$ cat config.mk
export PLATFORM = sky130hd
export DESIGN_NAME = wrr_pkt_scheduler_flat
export DESIGN_NICKNAME = d
export VERILOG_FILES = /design/src/rtl/wrr_sched_pkg.sv /design/src/rtl/wrr_pkt_scheduler_if.sv /design/src/rtl/rr_picker.sv /design/src/rtl/wrr_pkt_scheduler.sv /design/src/flat_wrapper.sv
export SDC_FILE = /design/constraint.sdc
export NUM_CORES = 1
export LEC_CHECK = 0
export BUFFER_PORTS_ARGS = -buffer_cell sky130_fd_sc_hd__clkbuf_2
export CAP_MARGIN = 20
export CORE_MARGIN = 4
export CORE_UTILIZATION = 42
export CTS_BUF_LIST = sky130_fd_sc_hd__clkbuf_8 sky130_fd_sc_hd__clkbuf_16
export DETAILED_ROUTE_END_ITERATION = 7
export PLACE_DENSITY = 0.78
export SLEW_MARGIN = 15
export SYNTH_ARGS = -nofsm -noshare
export SYNTH_HDL_FRONTEND = slang
export SYNTH_SLANG_ARGS = --single-unit
export TNS_END_PERCENT = 10
$ cat constraint.sdc
create_clock -name clk -period 4.3 [get_ports clk]
set_input_delay 0.43 -clock clk [delete_from_list [all_inputs] [get_ports clk]]
set_output_delay 0.43 -clock clk [all_outputs]
set_load 0.1 [all_outputs]
$ cat src/rtl/wrr_sched_pkg.sv
// Shared types and helpers for the weighted round-robin packet scheduler.
package wrr_sched_pkg;

  typedef enum logic [0:0] {StArb, StXfer} state_e;

  // A zero weight still earns one packet per round so no stream starves.
  function automatic int unsigned eff_weight(input int unsigned w);
    return (w == 0) ? 1 : w;
  endfunction

endpackage

$ cat src/rtl/wrr_pkt_scheduler_if.sv
// Stream-side bundle of the scheduler: weights, per-stream inputs, merged output, status.
interface wrr_pkt_scheduler_if #(
  parameter int unsigned NUM_REQ = 4,
  parameter int unsigned DWIDTH  = 32,
  parameter int unsigned CWIDTH  = 3
);
  logic [NUM_REQ*CWIDTH-1:0]  weights;
  logic [NUM_REQ-1:0]         in_valid;
  logic [NUM_REQ-1:0]         in_ready;
  logic [NUM_REQ*DWIDTH-1:0]  in_data;
  logic [NUM_REQ-1:0]         in_last;
  logic                       out_valid;
  logic                       out_ready;
  logic [DWIDTH-1:0]          out_data;
  logic                       out_last;
  logic [$clog2(NUM_REQ)-1:0] out_sel;
  logic                       busy;

  modport master (
    output weights, in_valid, in_data, in_last, out_ready,
    input  in_ready, out_valid, out_data, out_last, out_sel, busy
  );

  modport slave (
    input  weights, in_valid, in_data, in_last, out_ready,
    output in_ready, out_valid, out_data, out_last, out_sel, busy
  );
endinterface

$ cat src/rtl/rr_picker.sv
// Combinational round-robin picker: first set request strictly after ptr, with wrap-around.
module rr_picker #(
  parameter int unsigned NUM_REQ = 4
) (
  input  logic [NUM_REQ-1:0]         req_i,
  input  logic [$clog2(NUM_REQ)-1:0] ptr_i,
  output logic [NUM_REQ-1:0]         gnt_o,
  output logic [$clog2(NUM_REQ)-1:0] idx_o
);
  localparam int unsigned IdxW = $clog2(NUM_REQ);

  logic            found;
  logic [IdxW-1:0] cand;

  always_comb begin
    gnt_o = '0;
    idx_o = '0;
    found = 1'b0;
    cand  = '0;
    for (int unsigned k = 1; k <= NUM_REQ; k++) begin
      cand = IdxW'((32'(ptr_i) + k) % NUM_REQ);
      if (!found && req_i[cand]) begin
        found       = 1'b1;
        gnt_o[cand] = 1'b1;
        idx_o       = cand;
      end
    end
  end

endmodule

$ cat src/rtl/wrr_pkt_scheduler.sv
// Weighted round-robin packet scheduler: merges NUM_REQ beat streams, whole packets per grant,
// with per-stream credits reloaded from weights once no valid stream has credit left.
module wrr_pkt_scheduler
  import wrr_sched_pkg::*;
#(
  parameter int unsigned NUM_REQ = 4,
  parameter int unsigned DWIDTH  = 32,
  parameter int unsigned CWIDTH  = 3
) (
  input logic                clk,
  input logic                rst_n,
  wrr_pkt_scheduler_if.slave bus
);
  localparam int unsigned IdxW = $clog2(NUM_REQ);

  state_e                           state_q, state_d;
  logic [IdxW-1:0]                  ptr_q, ptr_d;
  logic [NUM_REQ-1:0][CWIDTH-1:0]   credit_q, credit_d, credit_eff;
  logic                             out_valid_q, out_valid_d;
  logic                             out_last_q, out_last_d;
  logic [DWIDTH-1:0]                out_data_q, out_data_d;
  logic [IdxW-1:0]                  out_sel_q, out_sel_d;

  logic [NUM_REQ-1:0][DWIDTH-1:0]   in_data_arr;
  logic [NUM_REQ-1:0][CWIDTH-1:0]   weights_arr;
  logic [NUM_REQ-1:0]               has_credit, elig, pick_gnt, in_ready;
  logic [IdxW-1:0]                  pick_idx;
  logic                             new_round, out_free, accept;

  assign in_data_arr = bus.in_data;
  assign weights_arr = bus.weights;

  // A new round reloads all credits in the same cycle it is detected.
  always_comb begin
    for (int i = 0; i < NUM_REQ; i++) has_credit[i] = (credit_q[i] != '0);
    new_round = ((bus.in_valid & has_credit) == '0) && (bus.in_valid != '0);
    for (int i = 0; i < NUM_REQ; i++) begin
      credit_eff[i] = new_round ? CWIDTH'(eff_weight(32'(weights_arr[i]))) : credit_q[i];
      elig[i]       = bus.in_valid[i] && (credit_eff[i] != '0);
    end
  end

  rr_picker #(
    .NUM_REQ(NUM_REQ)
  ) u_picker (
    .req_i(elig),
    .ptr_i(ptr_q),
    .gnt_o(pick_gnt),
    .idx_o(pick_idx)
  );

  assign out_free = !out_valid_q || bus.out_ready;

  always_comb begin
    in_ready = '0;
    if (state_q == StXfer) in_ready[ptr_q] = out_free;
  end

  assign accept = |(in_ready & bus.in_valid);

  always_comb begin
    state_d     = state_q;
    ptr_d       = ptr_q;
    credit_d    = credit_q;
    out_valid_d = out_valid_q;
    out_last_d  = out_last_q;
    out_data_d  = out_data_q;
    out_sel_d   = out_sel_q;
    unique case (state_q)
      StArb: begin
        if (|pick_gnt) begin
          state_d            = StXfer;
          ptr_d              = pick_idx;
          credit_d           = credit_eff;
          credit_d[pick_idx] = credit_eff[pick_idx] - CWIDTH'(1);
        end
      end
      StXfer: begin
        if (accept && bus.in_last[ptr_q]) state_d = StArb;
      end
      default: state_d = StArb;
    endcase
    if (accept) begin
      out_valid_d = 1'b1;
      out_data_d  = in_data_arr[ptr_q];
      out_last_d  = bus.in_last[ptr_q];
      out_sel_d   = ptr_q;
    end else if (bus.out_ready) begin
      out_valid_d = 1'b0;
    end
  end

  always_ff @(posedge clk or negedge rst_n) begin
    if (!rst_n) begin
      state_q     <= StArb;
      ptr_q       <= IdxW'(NUM_REQ - 1);
      credit_q    <= '0;
      out_valid_q <= 1'b0;
      out_last_q  <= 1'b0;
      out_data_q  <= '0;
      out_sel_q   <= '0;
    end else begin
      state_q     <= state_d;
      ptr_q       <= ptr_d;
      credit_q    <= credit_d;
      out_valid_q <= out_valid_d;
      out_last_q  <= out_last_d;
      out_data_q  <= out_data_d;
      out_sel_q   <= out_sel_d;
    end
  end

  assign bus.in_ready  = in_ready;
  assign bus.out_valid = out_valid_q;
  assign bus.out_data  = out_data_q;
  assign bus.out_last  = out_last_q;
  assign bus.out_sel   = out_sel_q;
  assign bus.busy      = (state_q == StXfer);

endmodule

$ cat src/flat_wrapper.sv
// flat-port wrapper written by rule: the top's interface ports become plain ports
module wrr_pkt_scheduler_flat import wrr_sched_pkg::*;
#(
  parameter int unsigned NUM_REQ = 4,
  parameter int unsigned DWIDTH  = 32,
  parameter int unsigned CWIDTH  = 3
)
  (clk, rst_n, bus_weights, bus_in_valid, bus_in_data, bus_in_last, bus_out_ready, bus_in_ready, bus_out_valid, bus_out_data, bus_out_last, bus_out_sel, bus_busy);
  wrr_pkt_scheduler_if #(.NUM_REQ(NUM_REQ), .DWIDTH(DWIDTH), .CWIDTH(CWIDTH)) bus_i ();
  input logic clk;
  input logic rst_n;
  input wire logic [$bits(bus_i.weights)-1:0] bus_weights;
  input wire logic [$bits(bus_i.in_valid)-1:0] bus_in_valid;
  input wire logic [$bits(bus_i.in_data)-1:0] bus_in_data;
  input wire logic [$bits(bus_i.in_last)-1:0] bus_in_last;
  input wire logic [$bits(bus_i.out_ready)-1:0] bus_out_ready;
  output wire logic [$bits(bus_i.in_ready)-1:0] bus_in_ready;
  output wire logic [$bits(bus_i.out_valid)-1:0] bus_out_valid;
  output wire logic [$bits(bus_i.out_data)-1:0] bus_out_data;
  output wire logic [$bits(bus_i.out_last)-1:0] bus_out_last;
  output wire logic [$bits(bus_i.out_sel)-1:0] bus_out_sel;
  output wire logic [$bits(bus_i.busy)-1:0] bus_busy;
  assign bus_i.weights = bus_weights;
  assign bus_i.in_valid = bus_in_valid;
  assign bus_i.in_data = bus_in_data;
  assign bus_i.in_last = bus_in_last;
  assign bus_i.out_ready = bus_out_ready;
  assign bus_in_ready = bus_i.in_ready;
  assign bus_out_valid = bus_i.out_valid;
  assign bus_out_data = bus_i.out_data;
  assign bus_out_last = bus_i.out_last;
  assign bus_out_sel = bus_i.out_sel;
  assign bus_busy = bus_i.busy;
  wrr_pkt_scheduler #(.NUM_REQ(NUM_REQ), .DWIDTH(DWIDTH), .CWIDTH(CWIDTH)) u_core (.clk(clk), .rst_n(rst_n), .bus(bus_i));
endmodule
==> run metrics <==
clock root cell=clkbuf_8; Post-synth EDFFs=0; async set-reset flop share out of synthesis=100%; critical path class=flop to flop; grt met1 use=28.0%; GP Congestion=0.897; Rows=33; Post-DRT Antenna Nets=0; filler instances=741; post-synthesis mux area share=33.6%; maximum clock rate=0.243 GHz; share of post-route cells with drive strength above 1=58.7%; Crit. End Element=flop; Post-Synth Adder-Cell Area=3.05%; non-filler instance count after layout=601; met2 GRT Util=38.8%; initial antenna violation count=0; post-synth cell types=56; Routed Wire Length=11.2 mm; Fin. Hold Viols=0; H-tree depth=2; Synth Instances=310; simple-gate share of the synthesized area=10.4%; clk slew on worst S/H paths=0.11 ns; slowest CP cell=o41a_1; flops & latches, synth=51; Vias=3456; CP required=4.50 ns; setup TNS=0 ns; final cycle utilization of the critical path=95.5%; grt ovf=0; Seq/Total Area, Yosys=34.6%; final hold slack=0.210 ns; total CTS buffers=5; Initial Utilization=44.1%; first-pass GRT wire length=18.0 mm; crit path time final=4.11 ns; Synth Area per Inst=11.9 µm²; Worst Hold Class=input port to asynchronous set/reset pin; actual slew at the worst max-slew pin=0.839 ns; IO buf count=191; TritonCTS clock tree=done; Worst setup SP type=flop; crit path max fanout=9; ANT cells=0; arrival time worst endpoint=4.31 ns; vias in the first global route=3674; Area Growth Syn to Fin=31.5%; critical-path cell list=o31ai_4 -> a41oi_1 -> buf_4 -> o211ai_1 -> a31oi_1 -> o41a_1 -> buf_4 -> mux2_1 -> nand2_1 -> o21ai_1 -> ha_1 -> inv_1 -> or3_4 -> mux2i_1 -> a311o_1; Final Skew=0.0115 ns; Post-CTS Setup Inserts=0; Vias per Instance=5.75; CTS max path bufs=2; Ports=192; # setup viols final=0; Final nets=655; Post-Syn Area=3690 µm²; number of detailed-route iterations in the first pass=5; largest net degree at the start of global routing=52; post-synth top area cell=dfrtp_1; largest family of logic cells by synthesized area=multiplexers; DRT iter0 DRCs=146; crit-path max cell delay=0.51 ns; GR Util met3=3.86%; RSZ-0062 raised after global routing=false; worst-skew pair later-pin latency=0.30 ns; final core utilization=57.9%; gr usage total=22.0%; Max Cap Viol=0; post-synthesis compound-gate area fraction=14.2%; Core ar.=8380 µm²; CP dominant cell by count=buf_4; status=finished, final reports clean; Pins Over Slew Limit=0; clock sink count=51; max_slew headroom=44.1%; top_reg_cell synth=dfrtp_1; Remaining DRCs=0; placed cells=593; syn nets=470; Die W=102 µm; Total Die Area=10400 µm²; Post-Synth XOR/XNOR Area=0.949%; DP HPWL=9.05 mm; Die Ht=102 µm; post-synth top area share=33.2%; most used routing layer=met2; DR WL/cell=18.6 µm; ranking of synthesized cells by area=dfrtp_1 33%, mux4_2 21%, mux2_2 11%; Yosys warnings=0
-- logic make-up after synthesis --
kind of cell / after synthesis
mux: 77
buf+inv: 28
xor+xnor: 4
flops: 51
compound gates: 64
fa+ha+maj: 9
simple gates: 77
-- metrics by stage --
stage               worst slack, ns  cell area [µm²]
floorplan                     0.203             3690
global placement              0.404             4760
detailed placement            0.256             4760
CTS                           0.250             4850
global route                 0.0129             4860
finish                        0.192             4860
-- final cells by class --
class,count,area [µm²],area share (%)
repair buffers,200,1020,21.1
clock buffers,5,68.8,1.42
flip-flops and latches,51,1280,26.3
well taps,105,131,2.70
inverters,6,22.5,0.464
clock inverters,3,27.5,0.567
multi-input cells,231,2300,47.4
-- placed cells by master (no fill, tap or decap), types with 3 or more instances in the layout --
master,synthesis,layout
o21ai_1,6,6
nor3_1,3,3
a21oi_1,9,9
nor4_1,3,3
nand2_1,30,30
o31a_1,3,3
and2_1,3,3
clkbuf_2,0,191
nor2_1,11,11
clkbuf_8,0,5
o21ai_0,8,8
mux4_2,34,34
buf_4,0,9
and3_1,4,4
o31ai_2,2,3
ha_1,9,9
xor2_1,3,3
or3_1,6,6
mux2i_1,6,6
a221o_1,7,6
mux2_2,35,35
nand3_1,6,6
a31oi_1,3,3
inv_1,5,5
dfrtp_1,49,49
-- registers in the layout, summed over array words and instances, names as in the netlist --
register              flops
u_core.bus.out_data      32
u_core.credit_q          12
u_core.bus.out_sel        2
u_core.ptr_q              2
u_core.bus.busy           1
u_core.bus.out_last       1
u_core.bus.out_valid      1
-- repair_timing --
| item | in CTS | in global routing |
|---|---|---|
| hold buffers | 0 | 0 |
| hold endpoints to repair | 0 | 0 |
| resized for setup | 0 | 1 |
| setup endpoints to repair | 0 | 1 |
-- layer usage --
layer  part of all wire (%)  up-vias
met4                    1.5        0
li1                       -     1597
met3                    6.8       19
met1                     40     1681
met5                      0        -
met2                     52      159
-- worst max-delay path, delay by kind of cell (launching register included) --
family / cells / cell delay [ns]
flip-flops: 1 / 0.43
multiplexers: 2 / 0.34
AND/OR/NAND/NOR: 2 / 0.47
adder cells (fa/ha/maj): 1 / 0.24
AO/OA/AOI/OAI: 7 / 1.98
buffers and inverters: 3 / 0.55
-- synth_stat cells, types with 3 or more instances --
cell / instances
o21ai_1: 6
inv_1: 5
nor2_1: 11
dfrtp_1: 49
nand3_1: 6
and3_1: 4
a221o_1: 7
mux2_2: 35
or3_1: 6
ha_1: 9
a21oi_1: 9
o31a_1: 3
a31oi_1: 3
buf_2: 3
buf_1: 6
nor3_1: 3
o21ai_0: 8
mux4_2: 34
xor2_1: 3
nor4_1: 3
and2_1: 3
mux2i_1: 6
clkbuf_1: 12
nand2_1: 30
-- final timing paths --
path	from	to	slack [ns]	depth (start not counted)
worst min-delay path	rst_n	u_core.credit_q[8]	0.21	2
max in group asynchronous	rst_n	u_core.bus.out_data[14]	3.63	2
min in group clk	bus_weights[5]	u_core.credit_q[5]	0.43	2
worst max-delay path	u_core.credit_q[0]	u_core.credit_q[5]	0.19	15
worst min register to register	u_core.bus.out_data[7]	u_core.bus.out_data[7]	0.52	1
worst max register to register	u_core.credit_q[0]	u_core.credit_q[5]	0.19	15
Power is not shown: default switching activity piles up to over one toggle a cycle in this logic, so the estimate is an artifact.
